==> config.mk <==
export PLATFORM = sky130hd
export DESIGN_NAME = instr_feeder
export DESIGN_NICKNAME = d
export VERILOG_FILES = /design/src/rtl/instr_feeder.sv
export SDC_FILE = /design/constraint.sdc
export NUM_CORES = 1
export LEC_CHECK = 0
export CORE_ASPECT_RATIO = 1.5
export CORE_MARGIN = 5
export CORE_UTILIZATION = 25
export DETAILED_ROUTE_END_ITERATION = 6
export GPL_ROUTABILITY_DRIVEN = 0
export SLEW_MARGIN = 20
export SYNTH_ARGS = -nofsm -noshare
export SYNTH_HDL_FRONTEND = slang
export SYNTH_SLANG_ARGS = --single-unit
==> constraint.sdc <==
create_clock -name clk -period 4.35 [get_ports clk]
set_input_delay 0.87 -clock clk [delete_from_list [all_inputs] [get_ports clk]]
set_output_delay 0.87 -clock clk [all_outputs]
set_load 0.02 [all_outputs]
==> src/rtl/instr_feeder.sv <==
// Program sequencer: streams a stored program into the simple processor,
// pulsing Run once per instruction and handing over the mvi immediate word.
module instr_feeder #(
    parameter int DEPTH   = 32,
    parameter int AW      = 5,
    parameter int TIMEOUT = 15
) (
    input  logic          clk,
    input  logic          Reset,
    input  logic          Start,
    input  logic          prog_we,
    input  logic [AW-1:0] prog_addr,
    input  logic [15:0]   prog_data,
    input  logic [AW:0]   prog_len,
    input  logic          Done,
    output logic [15:0]   Din,
    output logic          Run,
    output logic          Busy,
    output logic          Finished,
    output logic          Error,
    output logic [AW:0]   pc
);

    localparam int CW = $clog2(TIMEOUT + 1);
    localparam logic [CW-1:0] CNT_LAST = CW'(TIMEOUT - 1);
    localparam logic [2:0] OP_MVI = 3'b001;

    typedef enum logic [2:0] {
        IDLE,
        ISSUE,
        IMM,
        WAIT,
        DONE_ST,
        ERR
    } state_t;

    state_t        r_state;
    state_t        w_next;
    logic [15:0]   r_mem [DEPTH];
    logic [AW:0]   r_pc;
    logic [AW:0]   r_len;
    logic [CW-1:0] r_cnt;
    logic          r_finished;
    logic          r_error;
    logic [15:0]   w_word;
    logic [AW:0]   w_pcInc;
    logic          w_lastWord;
    logic          w_busy;

    assign w_word     = r_mem[r_pc[AW-1:0]];
    assign w_pcInc    = r_pc + (AW+1)'(1);
    assign w_lastWord = (w_pcInc == r_len);
    assign w_busy     = (r_state == ISSUE) || (r_state == IMM) || (r_state == WAIT);

    // Program memory is only writable between runs so a program cannot change under itself.
    always_ff @(posedge clk) begin
        if (prog_we && !w_busy) begin
            r_mem[prog_addr] <= prog_data;
        end
    end

    always_comb begin
        w_next = r_state;
        case (r_state)
            IDLE: begin
                if (Start && (prog_len != '0)) begin
                    w_next = ISSUE;
                end
            end
            ISSUE: begin
                if (w_word[8:6] == OP_MVI) begin
                    w_next = w_lastWord ? ERR : IMM;
                end else begin
                    w_next = WAIT;
                end
            end
            IMM: begin
                if (Done) begin
                    w_next = w_lastWord ? DONE_ST : ISSUE;
                end else begin
                    w_next = WAIT;
                end
            end
            WAIT: begin
                if (Done) begin
                    w_next = (r_pc == r_len) ? DONE_ST : ISSUE;
                end else if (r_cnt == CNT_LAST) begin
                    w_next = ERR;
                end
            end
            DONE_ST: w_next = IDLE;
            ERR:     w_next = IDLE;
            default: w_next = IDLE;
        endcase
    end

    always_ff @(posedge clk) begin
        if (Reset) begin
            r_state    <= IDLE;
            r_pc       <= '0;
            r_len      <= '0;
            r_cnt      <= '0;
            r_finished <= 1'b0;
            r_error    <= 1'b0;
        end else begin
            r_state <= w_next;
            case (r_state)
                IDLE: begin
                    if (Start) begin
                        if (prog_len == '0) begin
                            r_finished <= 1'b1;
                        end else begin
                            r_len      <= prog_len;
                            r_pc       <= '0;
                            r_finished <= 1'b0;
                            r_error    <= 1'b0;
                        end
                    end
                end
                ISSUE:   r_pc <= w_pcInc;
                IMM:     r_pc <= w_pcInc;
                default: ;
            endcase
            if (w_next == DONE_ST) begin
                r_finished <= 1'b1;
            end
            if (w_next == ERR) begin
                r_error <= 1'b1;
            end
            // Counter is zero on the first WAIT cycle, so ERR lands exactly TIMEOUT cycles after entry.
            r_cnt <= ((r_state == WAIT) && (w_next == WAIT)) ? r_cnt + 1'b1 : '0;
        end
    end

    // Strobe and bus are gated by Reset so an in-flight Run is dropped within the same cycle.
    always_comb begin
        Din = 16'h0000;
        if (!Reset && ((r_state == ISSUE) || (r_state == IMM))) begin
            Din = w_word;
        end
    end

    assign Run      = (r_state == ISSUE) && !Reset;
    assign Busy     = w_busy && !Reset;
    assign Finished = r_finished;
    assign Error    = r_error;
    assign pc       = r_pc;

endmodule
==> results of run 1 <==
power by group:
group          leakage [nW]  internal [mW]  switching [mW]  total, mW
Sequential             4.82           5.75          0.0696       5.82
Clock                 0.676           2.13            1.77       3.90
Combinational          1.80           1.10            1.03       2.13
routing by layer:
metal  track usage (%)  vias up  part of all wire (%)
li1                  -     4181                     -
met1              12.6     5301                    36
met2              22.4      247                    58
met3              1.13       63                   3.3
met4              3.66        0                   2.6
met5                 0        -                     0
flip-flops by register name, indices dropped and copies added (netlist names), named ones only:
name	count
Error	1
Finished	1
pc	6
r_cnt	4
r_len	6
r_mem	512
r_state	3
cell usage after synthesis, drive strengths merged, types with 2 or more instances:
library cell  instances  area [µm²]
nand3b                3        22.5
clkbuf               26        97.6
nor2                 75         282
mux2i                21         210
o21ai                 7        35.0
a31oi                 2        12.5
nand2                11        41.3
nor2b                 4        25.0
and2                  3        18.8
nor3                  5        25.0
a211oi                2        20.0
or3b                  4        35.0
edfxtp              512       15400
xor2                  2        17.5
or4                   2        15.0
inv                   2        7.51
dfxtp                26         521
nand3                 5        25.0
nand2b                3        18.8
or3                   4        25.0
xnor2                 8        70.1
o2111ai               2        17.5
ha                    3        37.5
a21oi                 7        35.0
nor4                  2        12.5
mux4                160        3600
o31ai                 2        15.0
buf                  21         106
a211o                 2        17.5
worst reg2reg max path, stage by stage, from the launching register on:
cell and delay [ns]:
dfxtp_4 0.41, buf_4 0.17, buf_4 0.17, mux4_2 0.50
mux4_2 0.48, mux2i_1 0.25, nor2b_1 0.37, or4b_1 0.53
a211oi_2 0.28, o31ai_1 0.10
kinds of logic (layout without fill, tap and decap cells):
group	count (synthesis)	count (layout)
AO/OA/AOI/OAI	29	29
XOR/XNOR	10	10
adder cells (fa/ha/maj)	3	3
buffers and inverters	49	204
flip-flops	538	538
multiplexers	182	182
other	0	1
AND/OR/NAND/NOR	128	128
metrics by stage:
stage	worst slack, ns	cells	total power [mW]	hold slack, ns
final	0.104	2208	11.9	0.466
after global placement	0.207	2122	7.98	0.439
after floorplan	0.788	939	7.32	0.430
after global routing	0.0206	2208	12.3	0.504
after CTS	0.0125	2206	12.0	0.470
after detailed placement	0.223	2122	8.01	0.455
cell type report:
cell class,instances,area share [%]
sequential,538,64.1
multi-input combinational,352,19.5
tap,1113,5.61
timing repair buffer,126,5.15
clock buffer,48,4.41
clock inverter,28,1.15
inverter,2,0.0302
antenna,1,0.0101
worst paths after layout:
path / startpoint / end / slack [ns] / depth (start not counted)
setup / recovery: flop / Din[9] / 0.10 / 6
hold / removal: r_cnt[0]$_SDFF_PP0_ / r_cnt[0]$_SDFF_PP0_ / 0.47 / 1
setup reg to reg: flop / Error$_SDFFE_PP0P_ / 0.98 / 9
hold reg to reg: r_cnt[0]$_SDFF_PP0_ / r_cnt[0]$_SDFF_PP0_ / 0.47 / 1
what timing repair did:
item / 4_1_cts / 5_1_grt
cloned: 0 / 1
gates resized for setup: 3 / 3
setup endpoints to repair: 10 / 4
buffers inserted: 8 / 0
==> results.md, run 1 <==
* Total track usage at 11.3%
* # port buffers at 57
* Grt total ovfl at 0
* Setup-failing EPs final at 0
* XOR/XNOR share of the synthesized area at 0.420%
* Setup crit end kind: output pin
* Die H at 364 µm
* Vias in the first global route at 10500
* Final Core Density at 30.0%
* Routed len/inst at 23.3 µm
* CTS root buffer: clkbuf_16
* DIE WIDTH at 246 µm
* Initial antenna violation count at 2
* Post-synthesis compound-gate area fraction at 0.930%
* Seq/Total Area, Yosys at 76.2%
* Worst Clk Skew at 0.00888 ns
* PwrDens at 478 nW/µm²
* Die footprint at 89400 µm²
* Initial Util at 25.2%
* Bufs and invs on worst path at 2
* First-pass GRT wire length at 73900 µm
* CTS tree: built
* Most common cell after layout, fill and taps aside: edfxtp_1
* Synthesized instance count at 939
* Dpl hpwl at 32200 µm
* Final Hold Vio Count at 0
* Post-synth top flop: edfxtp_1
* Area of all sequential standard cells at 15900 µm²
* Via count at 9792
* Seq cells post-synth at 538
* Final Instance Area at 24800 µm²
* CTS Buffer Depth at 3
* Synthesized area at 20900 µm²
* Max-cap viol count at 0
* FMAX at 0.236 GHz
* Post-Syn Nets at 974
* Main combinational cell family by area after synthesis: multiplexers
* DRT iter0 DRCs at 788
* CP top delay family: multiplexers
* Status: finished clean
* Slew headroom at 28.5%
* Later-pin clock latency in the skew report at 0.55 ns
* Slew @ Worst Pin at 1.07 ns
* CP arrival at 3.38 ns
* H-tree levels at 2
* Final worst path period need at 4.25 ns
* Max IR drop VDD at 0.213 mV
* Cts bufs inserted at 42
* Slew Limit Fails at 0
* Yosys cell types at 48
* Count of boundary I/O pins at 58
* EDFF count, synth at 512
* Commonest non-fill, non-tap cells in the layout: edfxtp_1, mux4_2, clkdlybuf4s50_1
* Post-place instance area at 23300 µm²
* Multi-input gate area at 4850 µm²
* Max incr delay on CP at 0.57 ns
* CP max FO at 11
* ANT nets after route at 0
* Post-Synth Adder-Cell Area at 0.180%
* # rows at 129
* Most used cell along the critical path: mux4_2
* Kind of critical path: reg2out
* P&R area growth vs syn at 19.0%
* Pin count of the biggest net entering global routing at 37
* Tightest Hold Check Type: reg2reg
* RSZ-0062 raised after global routing: false
* Final period util at 97.6%
* Ys async rst share at 0%
* Setup tns final at 0 ns
* Hold buffer count at CTS at 0
* Crit path cell chain: buf_4 > mux4_2 > mux4_2 > mux2i_1 > nor2_1 > clkdlybuf4s50_1
* Pleak at 7.30 nW
* Core area at 82600 µm²
* Total Wirelength at 51400 µm
* Mux contribution to synthesized area at 18.3%
* Fin nets at 1097
* Fillers at 8027
* Warning count from the yosys run at 0
* Crit-path slowest cell: clkdlybuf4s50_1
* Syn_area_per_cell at 22.2 µm²
* Pre-antenna DRT Iters at 5
* Critical Path Start Type: flop
* Share of layout cells above drive strength 1 at 31.4%
* Clock transition at the registers of the reported paths at 0.08 ns
* Sink Count at 538
* Routed vias/inst at 4.43
* DRC viols at 0
* Post-synthesis simple-gate area fraction at 2.89%
* Worst path required time at 3.48 ns
Power figures use the tool's default switching activity.
==> run 2, diff against run 1 <==
CORE_UTILIZATION = 60   (was 25)
PLACE_DENSITY = 0.78   (was unset)
==> results.md, run 2 (synthesis gave the netlist of run 1 again) <==
* Pre-antenna DRT Iters at 5 (unchanged)
* Max incr delay on CP at 0.55 ns (-0.02 ns)
* Area of all sequential standard cells at 15900 µm² (unchanged)
* CP arrival at 3.34 ns (-0.04 ns)
* P&R area growth vs syn at 14.8%
* Total Wirelength at 46200 µm (-10%)
* Clock transition at the registers of the reported paths at 0.06 ns (-0.02 ns)
* # port buffers at 57 (unchanged)
* Bufs and invs on worst path at 3 (+1)
* CTS Buffer Depth at 3 (unchanged)
* CP max FO at 23 (+12)
* Final Core Density at 69.8% (+40 points)
* Later-pin clock latency in the skew report at 0.57 ns (+0.02 ns)
* DIE WIDTH at 162 µm (-34%)
* Initial Util at 60.8% (+36 points)
* Total track usage at 24.8% (+13 points)
* Pleak at 7.32 nW (+0.23%)
* Share of layout cells above drive strength 1 at 30.1% (-1.2 points)
* Setup ws final at 0.137 ns (+0.0328 ns)
* Final period util at 96.9% (-0.75 points)
* Die H at 238 µm (-34%)
* Die footprint at 38700 µm² (-57%)
* Setup crit end kind: output pin
* Top reg by flops: r_mem
* Max IR drop VDD at 0.355 mV (+67%)
* Final worst path period need at 4.21 ns (-0.0328 ns)
* Ant diodes at 0 (-1)
* Power Total at 12.1 mW (+2.3%)
* Commonest non-fill, non-tap cells in the layout: edfxtp_1, mux4_2, buf_4
* Max FFs per register at 512 (unchanged)
* Kind of critical path: reg2out
* Crit path cell chain: buf_12 > buf_4 > mux4_2 > mux4_2 > mux2i_1 > nor2_1 > clkdlybuf4s50_1
* Dpl hpwl at 27100 µm (-16%)
* Worst Clk Skew at 0.0225 ns (+0.0136 ns)
* Routed vias/inst at 6.63 (+50%)
* PwrDens at 506 nW/µm² (+6.0%)
* Initial antenna violation count at 1 (-1)
* Max-cap viol count at 0 (unchanged)
* Status: finished clean
* Multi-input gate area at 4810 µm² (-0.85%)
* Hold buffer count at CTS at 0 (unchanged)
* Crit-path slowest cell: clkdlybuf4s50_1
* Fin nets at 1095 (-0.18%)
* FMAX at 0.237 GHz (+0.78%)
* Post-CTS Resized at 0 (-3)
* H-tree levels at 2 (unchanged)
* CTS root buffer: clkbuf_16
* DRT iter0 DRCs at 1062 (+35%)
* Routed len/inst at 30.3 µm (+30%)
* Sink Count at 538 (unchanged)
* CP top delay family: multiplexers
* Most used cell along the critical path: mux4_2
* Slew headroom at 23.4% (-5.1 points)
* Pin count of the biggest net entering global routing at 61 (+65%)
* Critical Path Start Type: flop
* Count of boundary I/O pins at 58 (unchanged)
* Min-delay src: r_cnt[0]$_SDFF_PP0_
* CTS tree: built
* Vias in the first global route at 10800 (+2.9%)
* Core area at 34300 µm² (-59%)
* Pre-CTS worst setup slack at 0.599 ns (+0.376 ns)
* Setup-failing EPs final at 0 (unchanged)
* Via count at 10100 (+3.2%)
* Cts bufs inserted at 47 (+12%)
* Tightest Hold Check Type: reg2reg
* Worst path required time at 3.48 ns (about the same)
* Most common cell after layout, fill and taps aside: edfxtp_1
* Setup tns final at 0 ns (unchanged)
* ANT nets after route at 0 (unchanged)
* DRC viols at 0 (unchanged)
* RSZ-0062 raised after global routing: false
* Grt total ovfl at 0 (unchanged)
* Slew @ Worst Pin at 1.15 ns (+0.0785 ns)
* # rows at 83 (-36%)
* Fillers at 1947 (-76%)
* Final Hold Vio Count at 0 (unchanged)
* First-pass GRT wire length at 69200 µm (-6.3%)
* Slew Limit Fails at 0 (unchanged)
## run 2: cell count changes in the layout (fill, tap and decap cells not counted), sizes merged
cell,change
clkbuf,+11
clkdlybuf4s50,-6
clkinvlp,-3
clkinv,+2
bufinv,+1
diode,-1
inv,-1
## run 2: what timing repair did
| item | in CTS | in global routing |
|---|---|---|
| hold endpoints to repair | 0 | 0 |
| buffers inserted | 3 | 0 |
| setup endpoints to repair | 2 | 0 |
## run 2: final timing paths
| check | to | slack (ns) | depth (start not counted) |
|---|---|---|---|
| worst max-delay path | Din[9] | 0.14 | 7 |
| worst min-delay path | r_cnt[0]$_SDFF_PP0_ | 0.47 | 1 |
| worst max register to register | Error$_SDFFE_PP0P_ | 0.96 | 8 |
| worst min register to register | r_cnt[0]$_SDFF_PP0_ | 0.47 | 1 |
## run 2: layout make-up
| cell class | count | share of cell area [%] |
|---|---|---|
| multi-input combinational | 352 | 20.1 |
| clock inverter | 27 | 1.24 |
| inverter | 2 | 0.0314 |
| clock buffer | 60 | 5.21 |
| tap | 425 | 2.22 |
| sequential | 538 | 66.5 |
| timing repair buffer | 119 | 4.74 |
## run 2: per-stage QoR
step | instances | hold slack (ns) | instance area [µm²]
6_report | 1523 | 0.467 | 23900
3_3_place_gp | 1433 | 0.448 | 22400
3_5_place_dp | 1433 | 0.455 | 22400
2_1_floorplan | 939 | 0.430 | 20900
5_1_grt | 1523 | 0.489 | 23900
4_1_cts | 1523 | 0.472 | 24000
## run 2: power by group
| part | internal (mW) | switching (mW) |
|---|---|---|
| logic | 1.10 | 1.00 |
| clock network | 2.39 | 1.81 |
| registers | 5.75 | 0.0695 |
| total | 9.25 | 2.88 |
## run 2: layer usage
metal | up-vias | wire length [µm] | track usage, %
li1 | 4180 | - | -
met1 | 5301 | 16700 | 32.2
met2 | 538 | 24600 | 42.8
met3 | 81 | 3500 | 4.92
met4 | 2 | 1370 | 7.82
met5 | - | 20 | 0
